<file path="config.mk">
export PLATFORM = sky130hd
export DESIGN_NAME = conv_stage2_accumulate_flat
export DESIGN_NICKNAME = d
export VERILOG_FILES = /design/src/rtl/conv_stage2_accumulate_if.sv /design/src/rtl/conv_stage2_accumulate.sv /design/src/flat_wrapper.sv
export SDC_FILE = /design/constraint.sdc
export NUM_CORES = 1
export LEC_CHECK = 0
export ABC_AREA = 0
export CAP_MARGIN = 0
export CORE_MARGIN = 2
export CORE_UTILIZATION = 46
export DETAILED_ROUTE_END_ITERATION = 16
export PLACE_DENSITY = 0.76
export SLEW_MARGIN = 25
export SYNTH_ARGS = -nofsm -noshare
export SYNTH_HDL_FRONTEND = slang
export SYNTH_SLANG_ARGS = --single-unit
</file>
<file path="constraint.sdc">
create_clock -name clk -period 2.1 [get_ports clk]
set_clock_uncertainty 0.15 [all_clocks]
set_input_delay 0.315 -clock clk [delete_from_list [all_inputs] [get_ports clk]]
set_output_delay 0.315 -clock clk [all_outputs]
set_load 0.01 [all_outputs]
</file>
<file path="src/rtl/conv_stage2_accumulate_if.sv">
// Partial-product input and filtered-pixel output streams of the convolution accumulate stage.
// master drives the partial products and out_ready; slave is the accumulator itself.
interface conv_stage2_accumulate_if #(
  parameter int unsigned OUT_W = 8
);
  logic                    in_valid;
  logic                    in_ready;
  logic signed [4:0]       p1;
  logic signed [4:0]       p2;
  logic        [5:0]       p3;
  logic signed [4:0]       p4;
  logic signed [4:0]       p5;
  logic                    out_valid;
  logic                    out_ready;
  logic signed [OUT_W-1:0] out_data;
  logic                    out_last;

  modport master (
    output in_valid, p1, p2, p3, p4, p5, out_ready,
    input  in_ready, out_valid, out_data, out_last
  );

  modport slave (
    input  in_valid, p1, p2, p3, p4, p5, out_ready,
    output in_ready, out_valid, out_data, out_last
  );
endinterface

</file>
<file path="src/rtl/conv_stage2_accumulate.sv">
// Two-stage pipelined adder tree summing five 3x3-conv partial products, with frame tagging.
// Optional build macro CONV_RELU_EN clamps negative window sums to zero.
module conv_stage2_accumulate #(
  parameter int unsigned OUT_W     = 8,
  parameter int unsigned FRAME_LEN = 16,
  parameter int unsigned CNT_W     = 16
) (
  input  logic                   clk,
  input  logic                   rst_n,
  conv_stage2_accumulate_if.slave bus,
  output logic [CNT_W-1:0]       result_cnt
);

  localparam int unsigned IdxW = (FRAME_LEN > 1) ? $clog2(FRAME_LEN) : 1;
  localparam logic [IdxW-1:0] LastIdx = IdxW'(FRAME_LEN - 1);

  logic                    va_q, va_d;
  logic signed [7:0]       a0_q, a0_d;
  logic signed [7:0]       a1_q, a1_d;
  logic signed [7:0]       a2_q, a2_d;
  logic                    out_valid_q, out_valid_d;
  logic signed [OUT_W-1:0] out_data_q, out_data_d;
  logic [IdxW-1:0]         idx_q, idx_d;
  logic [CNT_W-1:0]        cnt_q, cnt_d;

  logic                    adv_a, adv_b, accept, handshake;
  logic signed [7:0]       sum_raw, sum_sel;

  always_comb begin
    adv_b     = !out_valid_q || bus.out_ready;
    adv_a     = !va_q || adv_b;
    accept    = bus.in_valid && adv_a;
    handshake = out_valid_q && bus.out_ready;

    // |sum| <= 60, so 8-bit wrap-free arithmetic is exact
    sum_raw = a0_q + a1_q + a2_q;
`ifdef CONV_RELU_EN
    sum_sel = sum_raw[7] ? 8'sd0 : sum_raw;
`else
    sum_sel = sum_raw;
`endif

    va_d        = va_q;
    a0_d        = a0_q;
    a1_d        = a1_q;
    a2_d        = a2_q;
    out_valid_d = out_valid_q;
    out_data_d  = out_data_q;
    idx_d       = idx_q;
    cnt_d       = cnt_q;

    if (adv_a) begin
      va_d = bus.in_valid;
    end
    // p3 is the x4 centre term and is never negative: zero-extend it
    if (accept) begin
      a0_d = {{3{bus.p1[4]}}, bus.p1} + {{3{bus.p2[4]}}, bus.p2};
      a1_d = {{3{bus.p4[4]}}, bus.p4} + {{3{bus.p5[4]}}, bus.p5};
      a2_d = {2'b00, bus.p3};
    end

    if (adv_b) begin
      out_valid_d = va_q;
      if (va_q) begin
        out_data_d = OUT_W'(sum_sel);
      end
    end

    if (handshake) begin
      cnt_d = cnt_q + 1'b1;
      idx_d = (idx_q == LastIdx) ? '0 : idx_q + 1'b1;
    end
  end

  always_ff @(posedge clk or negedge rst_n) begin
    if (!rst_n) begin
      va_q        <= 1'b0;
      a0_q        <= '0;
      a1_q        <= '0;
      a2_q        <= '0;
      out_valid_q <= 1'b0;
      out_data_q  <= '0;
      idx_q       <= '0;
      cnt_q       <= '0;
    end else begin
      va_q        <= va_d;
      a0_q        <= a0_d;
      a1_q        <= a1_d;
      a2_q        <= a2_d;
      out_valid_q <= out_valid_d;
      out_data_q  <= out_data_d;
      idx_q       <= idx_d;
      cnt_q       <= cnt_d;
    end
  end

  assign bus.in_ready  = adv_a;
  assign bus.out_valid = out_valid_q;
  assign bus.out_data  = out_data_q;
  assign bus.out_last  = out_valid_q && (idx_q == LastIdx);
  assign result_cnt    = cnt_q;

endmodule

</file>
<file path="src/flat_wrapper.sv">
// flat-port wrapper written by rule: the top's interface ports become plain ports
module conv_stage2_accumulate_flat 
#(
  parameter int unsigned OUT_W     = 8,
  parameter int unsigned FRAME_LEN = 16,
  parameter int unsigned CNT_W     = 16
)
  (clk, rst_n, result_cnt, bus_in_valid, bus_p1, bus_p2, bus_p3, bus_p4, bus_p5, bus_out_ready, bus_in_ready, bus_out_valid, bus_out_data, bus_out_last);
  conv_stage2_accumulate_if #(.OUT_W(OUT_W)) bus_i ();
  input  logic clk;
  input  logic rst_n;
  output logic [CNT_W-1:0] result_cnt;
  input wire logic [$bits(bus_i.in_valid)-1:0] bus_in_valid;
  input wire logic [$bits(bus_i.p1)-1:0] bus_p1;
  input wire logic [$bits(bus_i.p2)-1:0] bus_p2;
  input wire logic [$bits(bus_i.p3)-1:0] bus_p3;
  input wire logic [$bits(bus_i.p4)-1:0] bus_p4;
  input wire logic [$bits(bus_i.p5)-1:0] bus_p5;
  input wire logic [$bits(bus_i.out_ready)-1:0] bus_out_ready;
  output wire logic [$bits(bus_i.in_ready)-1:0] bus_in_ready;
  output wire logic [$bits(bus_i.out_valid)-1:0] bus_out_valid;
  output wire logic [$bits(bus_i.out_data)-1:0] bus_out_data;
  output wire logic [$bits(bus_i.out_last)-1:0] bus_out_last;
  assign bus_i.in_valid = bus_in_valid;
  assign bus_i.p1 = bus_p1;
  assign bus_i.p2 = bus_p2;
  assign bus_i.p3 = bus_p3;
  assign bus_i.p4 = bus_p4;
  assign bus_i.p5 = bus_p5;
  assign bus_i.out_ready = bus_out_ready;
  assign bus_in_ready = bus_i.in_ready;
  assign bus_out_valid = bus_i.out_valid;
  assign bus_out_data = bus_i.out_data;
  assign bus_out_last = bus_i.out_last;
  conv_stage2_accumulate #(.OUT_W(OUT_W), .FRAME_LEN(FRAME_LEN), .CNT_W(CNT_W)) u_core (.clk(clk), .rst_n(rst_n), .bus(bus_i), .result_cnt(result_cnt));
endmodule
</file>
==> results of run 1 <==
## routing by layer
metal  GRT usage  part of all wire  vias up
met5           0                 0        -
met4      0.0508             0.011        0
met3      0.0419             0.050        5
met2       0.318              0.50       50
met1       0.213              0.44      952
li1            -                 -      971
## power by group through the flow
stage | Sequential, W | Clock, W | Combinational [W]
after global routing | 0.00141 | 0.000779 | 0.00198
after CTS | 0.00137 | 0.000742 | 0.00171
final | 0.00137 | 0.000726 | 0.00179
after detailed placement | 0.00140 | 0 | 0.00155
after floorplan | 0.00142 | 0 | 0.000802
after global placement | 0.00138 | 0 | 0.00150
## per-stage QoR
step	worst slack [ps]	TNS, ps	instances
after CTS	-218	-630	386
after detailed placement	-223	-775	372
after global placement	-162	-546	372
after floorplan	-172	-248	228
after global routing	-297	-1100	388
final	-215	-663	388
## worst max-delay path, cell delays in order, from the launching register on
cell	delay, ps
dfrtp_1	410
fa_1	530
ha_1	320
a21o_1	190
and4_1	170
or4_4	410
o211ai_2	70
## final timing paths
| path | end | start |
|---|---|---|
| worst max-delay path | u_core.bus.out_data[6] | u_core.a0_q[2] |
| worst min-delay path | u_core.result_cnt[9] | rst_n |
| worst max register to register | u_core.bus.out_data[6] | u_core.a0_q[2] |
| worst min register to register | u_core.result_cnt[15] | u_core.result_cnt[15] |
| max in group asynchronous | u_core.a2_q[3] | rst_n |
| min in group clk | u_core.result_cnt[15] | u_core.result_cnt[15] |
## what timing repair did
item                       CTS  global route
gates resized for setup      7             7
setup buffers                5             2
hold buffers                 1             0
hold endpoints to repair    15             0
setup endpoints to repair    6             7
pin swaps                    5            12
## registers in the layout, indices dropped and copies added, names as in the netlist
name / flops
u_core.va_q: 1
u_core.a0_q: 6
u_core.idx_q: 4
u_core.a1_q: 6
u_core.a2_q: 6
u_core.bus.out_valid: 1
u_core.bus.out_data: 8
u_core.result_cnt: 16
## layout by cell type (no fill, tap or decap), types with 8 or more instances in the layout
master	count
o21ai_0	11
xor2_1	8
fa_1	9
ha_1	16
clkdlybuf4s50_1	54
buf_4	25
mux2_2	14
inv_1	8
dfrtp_1	48
xnor2_1	15
nand2_1	25
## final cells by class
type / count / area (µm²) / area share
Tap cell: 72 / 90.1 / 0.0245
Clock inverter: 1 / 30.0 / 0.00818
Timing Repair Buffer: 84 / 778 / 0.212
Multi-Input combinational cell: 168 / 1440 / 0.393
Clock buffer: 7 / 96.3 / 0.0263
Inverter: 8 / 30.0 / 0.00818
Sequential cell: 48 / 1200 / 0.327
## cell families (layout without fill, tap and decap cells)
| group | count (synthesis) | after routing |
|---|---|---|
| buf+inv | 12 | 100 |
| mux | 14 | 14 |
| xor+xnor | 24 | 24 |
| compound gates | 39 | 39 |
| fa+ha+maj | 29 | 29 |
| simple gates | 62 | 62 |
| flops | 48 | 48 |
## cells in the mapped netlist (all sizes together) (2+ instances only)
| cell | n |
|---|---|
| o211ai | 3 |
| xnor2 | 16 |
| nand4 | 6 |
| nor2 | 6 |
| nor2b | 2 |
| xor2 | 8 |
| a21oi | 6 |
| nand3b | 2 |
| inv | 8 |
| fa | 10 |
| dfrtp | 48 |
| ha | 19 |
| and3 | 2 |
| nand3 | 6 |
| mux2 | 14 |
| a211o | 4 |
| nand2 | 27 |
| a21o | 6 |
| and4 | 3 |
| nor3 | 2 |
| clkbuf | 2 |
| buf | 2 |
| a31oi | 2 |
| nand2b | 2 |
| o21ai | 15 |
==> impl_metrics.py, run 1 <==
metrics = {
    "timing": {
        "slew_violations": 0,
        "fin_ws_ps": -215,
        "whs_ps": 290,
        "period_share": 1.10,
        "grt_setup_unrepaired": "true",
        "slew_headroom": 0.758,
        "worst_slew_pin_slew_ps": 363,
        "setup_viol": 4,
        "timing_hold_violations_final": 0,
        "finalCriticalPeriod_ps": 2320,
        "fmax_ghz": 0.432,
    },
    "flow_run": {
        "drv_cap": 0,
    },
    "hold_path": {
        "hold_path.class": "primary input to async pin",
    },
    "power": {
        "p_sw_frac": 0.326,
        "comb_power_share": 0.462,
        "intPower_w": 0.00262,
        "powerDensity_nw_per_um2": 1060,
        "vdd_ir_drop_max_uv": 459,
        "seq_power_share": 0.352,
        "switchingPower_w": 0.00127,
        "power.total_w": 0.00389,
        "power_frac_clock": 0.187,
        "leakage_nw": 1.68,
    },
    "cts": {
        "cts_max_level": 2,
        "cts_buffers": 5,
        "cts_buffer_depth": 2,
        "root_buffer": "clkbuf_8",
        "clk_pin_slew_ps": 90,
        "clk_latency_ps": 310,
        "cts.sinks": 48,
        "cts_tree": "yes",
    },
    "global_route": {
        "grt_max_degree": 20,
        "grt_pass1_vias": 2038,
        "overflow": 0,
        "antenna_found_initial": 0,
        "grt_pass1_wl_mm": 8.87,
        "grt_usage": 0.178,
    },
    "place": {
        "dpl_cell_area_um2": 3430,
        "hpwl_mm": 4.00,
        "io_buffers": 56,
        "place_congestion": 0.781,
    },
    "cells_and_area": {
        "fin_util": 0.662,
        "fin_nets": 374,
        "stdcell_area_um2": 3670,
        "fill_cells": 455,
        "syn_to_final_growth_pct": 38.7,
        "antenna_cells": 0,
        "layout-drive-gt1-share": 0.215,
    },
    "synthesis": {
        "yosys_most_used_dff": "dfrtp_1",
        "synth_top_family_by_area": "adder cells",
        "synth_edf_count": 0,
        "synth_area_leaders": "dfrtp_1 45%, ha_1 9.0%, fa_1 7.6%",
        "synth-seq-area-share": 0.454,
        "async_flop_share": 1.00,
        "syn_area_per_cell_um2": 11.6,
        "ys_ff_latch": 48,
        "ys.warnings.count": 0,
        "synth.area.mux_share": 0.0596,
        "syn_inst": 228,
        "ys_types": 39,
        "synth.cell_area_um2": 2650,
        "synth.top_cell.area_share": 0.454,
        "synth_xor_area_frac": 0.0794,
        "synth_compound_area_frac": 0.0946,
        "yosys.area_share.simple": 0.127,
        "synth_nets": 287,
        "synth_top_cell_by_area": "dfrtp_1",
        "yosys.area_share.adder": 0.165,
    },
    "floorplanning": {
        "ioPinCount": 57,
        "fp-row-count": 27,
        "dieArea_um2": 6380,
        "dieHeight_um": 79.8,
        "die_w_um": 79.8,
        "start_util": 0.478,
        "core_um2": 5540,
    },
    "setup_path": {
        "crit_fanout": 2,
        "arrival_ps": 2390,
        "cp-end-kind": "register",
        "startpoint_type": "register",
        "r2r_slack_ps": -220,
        "cp.required_ps": 2180,
        "ff2ff_path_depth": 6,
        "critPathKind": "register to register",
    },
    "outcome": {
        "status": "finished with violations",
        "violations": "negative setup slack",
    },
    "route": {
        "ant_nets": 0,
        "drtIter0Drc": 45,
        "routedWlPerCell_um": 13.2,
        "vias_per_cell": 5.10,
        "routed_wl_mm": 5.11,
        "drc": 0,
        "dr.pass1.iters": 4,
        "vias": 1978,
    },
}
No activity file was read; power rests on OpenSTA's default activity.
==> run 2, diff against run 1 <==
CORE_ASPECT_RATIO = 1.1   (was unset)
==> run 2 against run 1 <==
Effect of this change: the flow still finishes with violations (negative setup slack); hold slack gained 32 ps; core utilization down 0.44 points; clock power fell by 21%; critical path depth did not move; die area barely moved; critical path type unchanged; critical endpoint unchanged; largest power group unchanged.
==> impl_metrics.py, run 2 (same netlist as run 1, synthesis figures left out) <==
metrics = {
    "outcome": {
        "status": "finished with violations",
        "violations": "negative setup slack",
    },
    "route": {
        "drtIter0Drc": 43,
        "vias": 1931,
        "routedWlPerCell_um": 12.7,
        "drc": 0,
        "ant_nets": 0,
        "routed_wl_mm": 4.92,
        "vias_per_cell": 5.00,
        "dr.pass1.iters": 4,
    },
    "setup_path": {
        "startpoint": "u_core.a0_q[2]",
        "r2r_slack_ps": -190,
        "cp.required_ps": 2170,
        "critPathKind": "register to register",
        "startpoint_type": "register",
        "crit_fanout": 2,
        "r2r-start": "u_core.a0_q[2]",
        "arrival_ps": 2350,
        "cp-end-kind": "register",
        "ff2ff_path_depth": 6,
        "reg2reg_to": "u_core.bus.out_data[6]",
    },
    "cts": {
        "cts_buffers": 5,
        "cts.sinks": 48,
        "clk_latency_ps": 300,
        "cts_max_level": 2,
        "cts_buffer_depth": 2,
        "root_buffer": "clkbuf_8",
        "cts_tree": "yes",
        "clk_pin_slew_ps": 90,
    },
    "timing": {
        "fin_setup_tns_ps": -480,
        "slew_headroom": 0.713,
        "finalCriticalPeriod_ps": 2290,
        "grt_setup_unrepaired": "true",
        "timing_hold_violations_final": 0,
        "slew_violations": 0,
        "setup_viol": 4,
        "fin_ws_ps": -188,
        "worst_slew_pin_slew_ps": 430,
        "period_share": 1.09,
        "fmax_ghz": 0.437,
    },
    "power": {
        "leakage_nw": 1.64,
        "powerDensity_nw_per_um2": 1010,
        "vdd_ir_drop_max_uv": 409,
    },
    "cells_and_area": {
        "antenna_cells": 0,
        "ff_latch_area_um2": 1200,
        "final_cell_mix": "54 x clkdlybuf4s50_1, 48 x dfrtp_1, 25 x nand2_1",
        "fin_nets": 369,
        "final_common_cell": "clkdlybuf4s50_1",
        "syn_to_final_growth_pct": 35.9,
        "layout-drive-gt1-share": 0.196,
        "largest_reg_flops": 16,
        "stdcell_area_um2": 3600,
        "multi_input_area_um2": 1440,
        "fill_cells": 458,
    },
    "floorplanning": {
        "start_util": 0.484,
        "fp-row-count": 28,
        "dieArea_um2": 6380,
        "dieHeight_um": 83.6,
        "core_um2": 5470,
        "ioPinCount": 57,
        "die_w_um": 76.3,
    },
    "place": {
        "place_congestion": 0.782,
        "io_buffers": 56,
        "dpl_cell_area_um2": 3430,
        "hpwl_mm": 3.93,
    },
    "global_route": {
        "overflow": 0,
        "antenna_found_initial": 0,
        "grt_max_degree": 21,
        "grt_usage": 0.168,
        "grt_pass1_wl_mm": 8.83,
        "grt_pass1_vias": 1978,
    },
    "flow_run": {
        "drv_cap": 0,
    },
    "hold_path": {
        "min_to": "u_core.result_cnt[15]",
        "min-delay-start": "u_core.result_cnt[15]",
        "holdPathStages": 1,
        "hold_path.class": "register to register",
    },
}
==> run 2: changes by cell type in the layout (fill, tap and decap cells not counted), sizes merged <==
cell / change
clkinvlp: +1
bufinv: -1
buf: -5
==> run 2: how the worst max path moves through the flow <==
stage                                   endpoint  cells past startpoint  slack, ps
after CTS                 u_core.bus.out_data[6]                      6       -210
after global placement    u_core.bus.out_data[6]                      6       -170
after floorplan           u_core.bus.out_data[6]                      6       -170
after detailed placement  u_core.bus.out_data[7]                      7       -210
final                     u_core.bus.out_data[6]                      6       -190
after global routing      u_core.bus.out_data[6]                      6       -260
==> run 2: per-stage QoR <==
stage / total power, W / hold WS [ps] / setup slack [ps] / util / std cells
finish: 0.00363 / 322 / -188 / 0.658 / 386
global route: 0.00392 / 354 / -264 / 0.658 / 386
CTS: 0.00356 / 330 / -209 / 0.651 / 385
detailed placement: 0.00293 / 128 / -209 / 0.628 / 375
global placement: 0.00287 / 121 / -165 / 0.628 / 375
floorplan: 0.00222 / -131 / -172 / - / 228
==> run 2: per-layer routing <==
metal | share of wire | vias up | GRT usage
li1 | - | 960 | -
met5 | 0 | - | 0
met4 | 0.011 | 0 | 0.0612
met2 | 0.50 | 52 | 0.290
met3 | 0.047 | 6 | 0.0271
met1 | 0.44 | 913 | 0.213
==> run 2: worst max-delay path, cell delays in order, from the launching register on <==
cell and delay, ps:
dfrtp_1 410, fa_1 580, ha_1 240, a21o_1 170, and4_1 160, or4_4 410
o211ai_2 80
==> run 2: what timing repair did <==
item / in CTS / in global routing
buffers inserted: 1 / 1
pin swaps: 8 / 5
gates cloned: 0 / 0
hold buffers: 1 / 0
setup endpoints to repair: 6 / 7
resized for setup: 6 / 5
endpoints found under the hold margin: 18 / 0
==> run 2: cell type report <==
type	count	area share
Clock inverter	1	0.00209
Sequential cell	48	0.334
Clock buffer	7	0.0240
Timing Repair Buffer	79	0.204
Inverter	8	0.00835
Multi-Input combinational cell	168	0.402
Tap cell	75	0.0261
==> run 2: report_power, final <==
part	internal, W	leakage (nW)	total [W]	switching [W]
Clock	0.000268	0.0445	0.000571	0.000303
Combinational	0.000977	0.998	0.00169	0.000716
Sequential	0.00116	0.595	0.00137	0.000206
Total	0.00241	1.64	0.00363	0.00123
==> run 3, diff against run 2 <==
CAP_MARGIN = unset   (was 0)
==> results of run 3 <==
The final DEF is identical to that of run 2; final timing and power are the same.
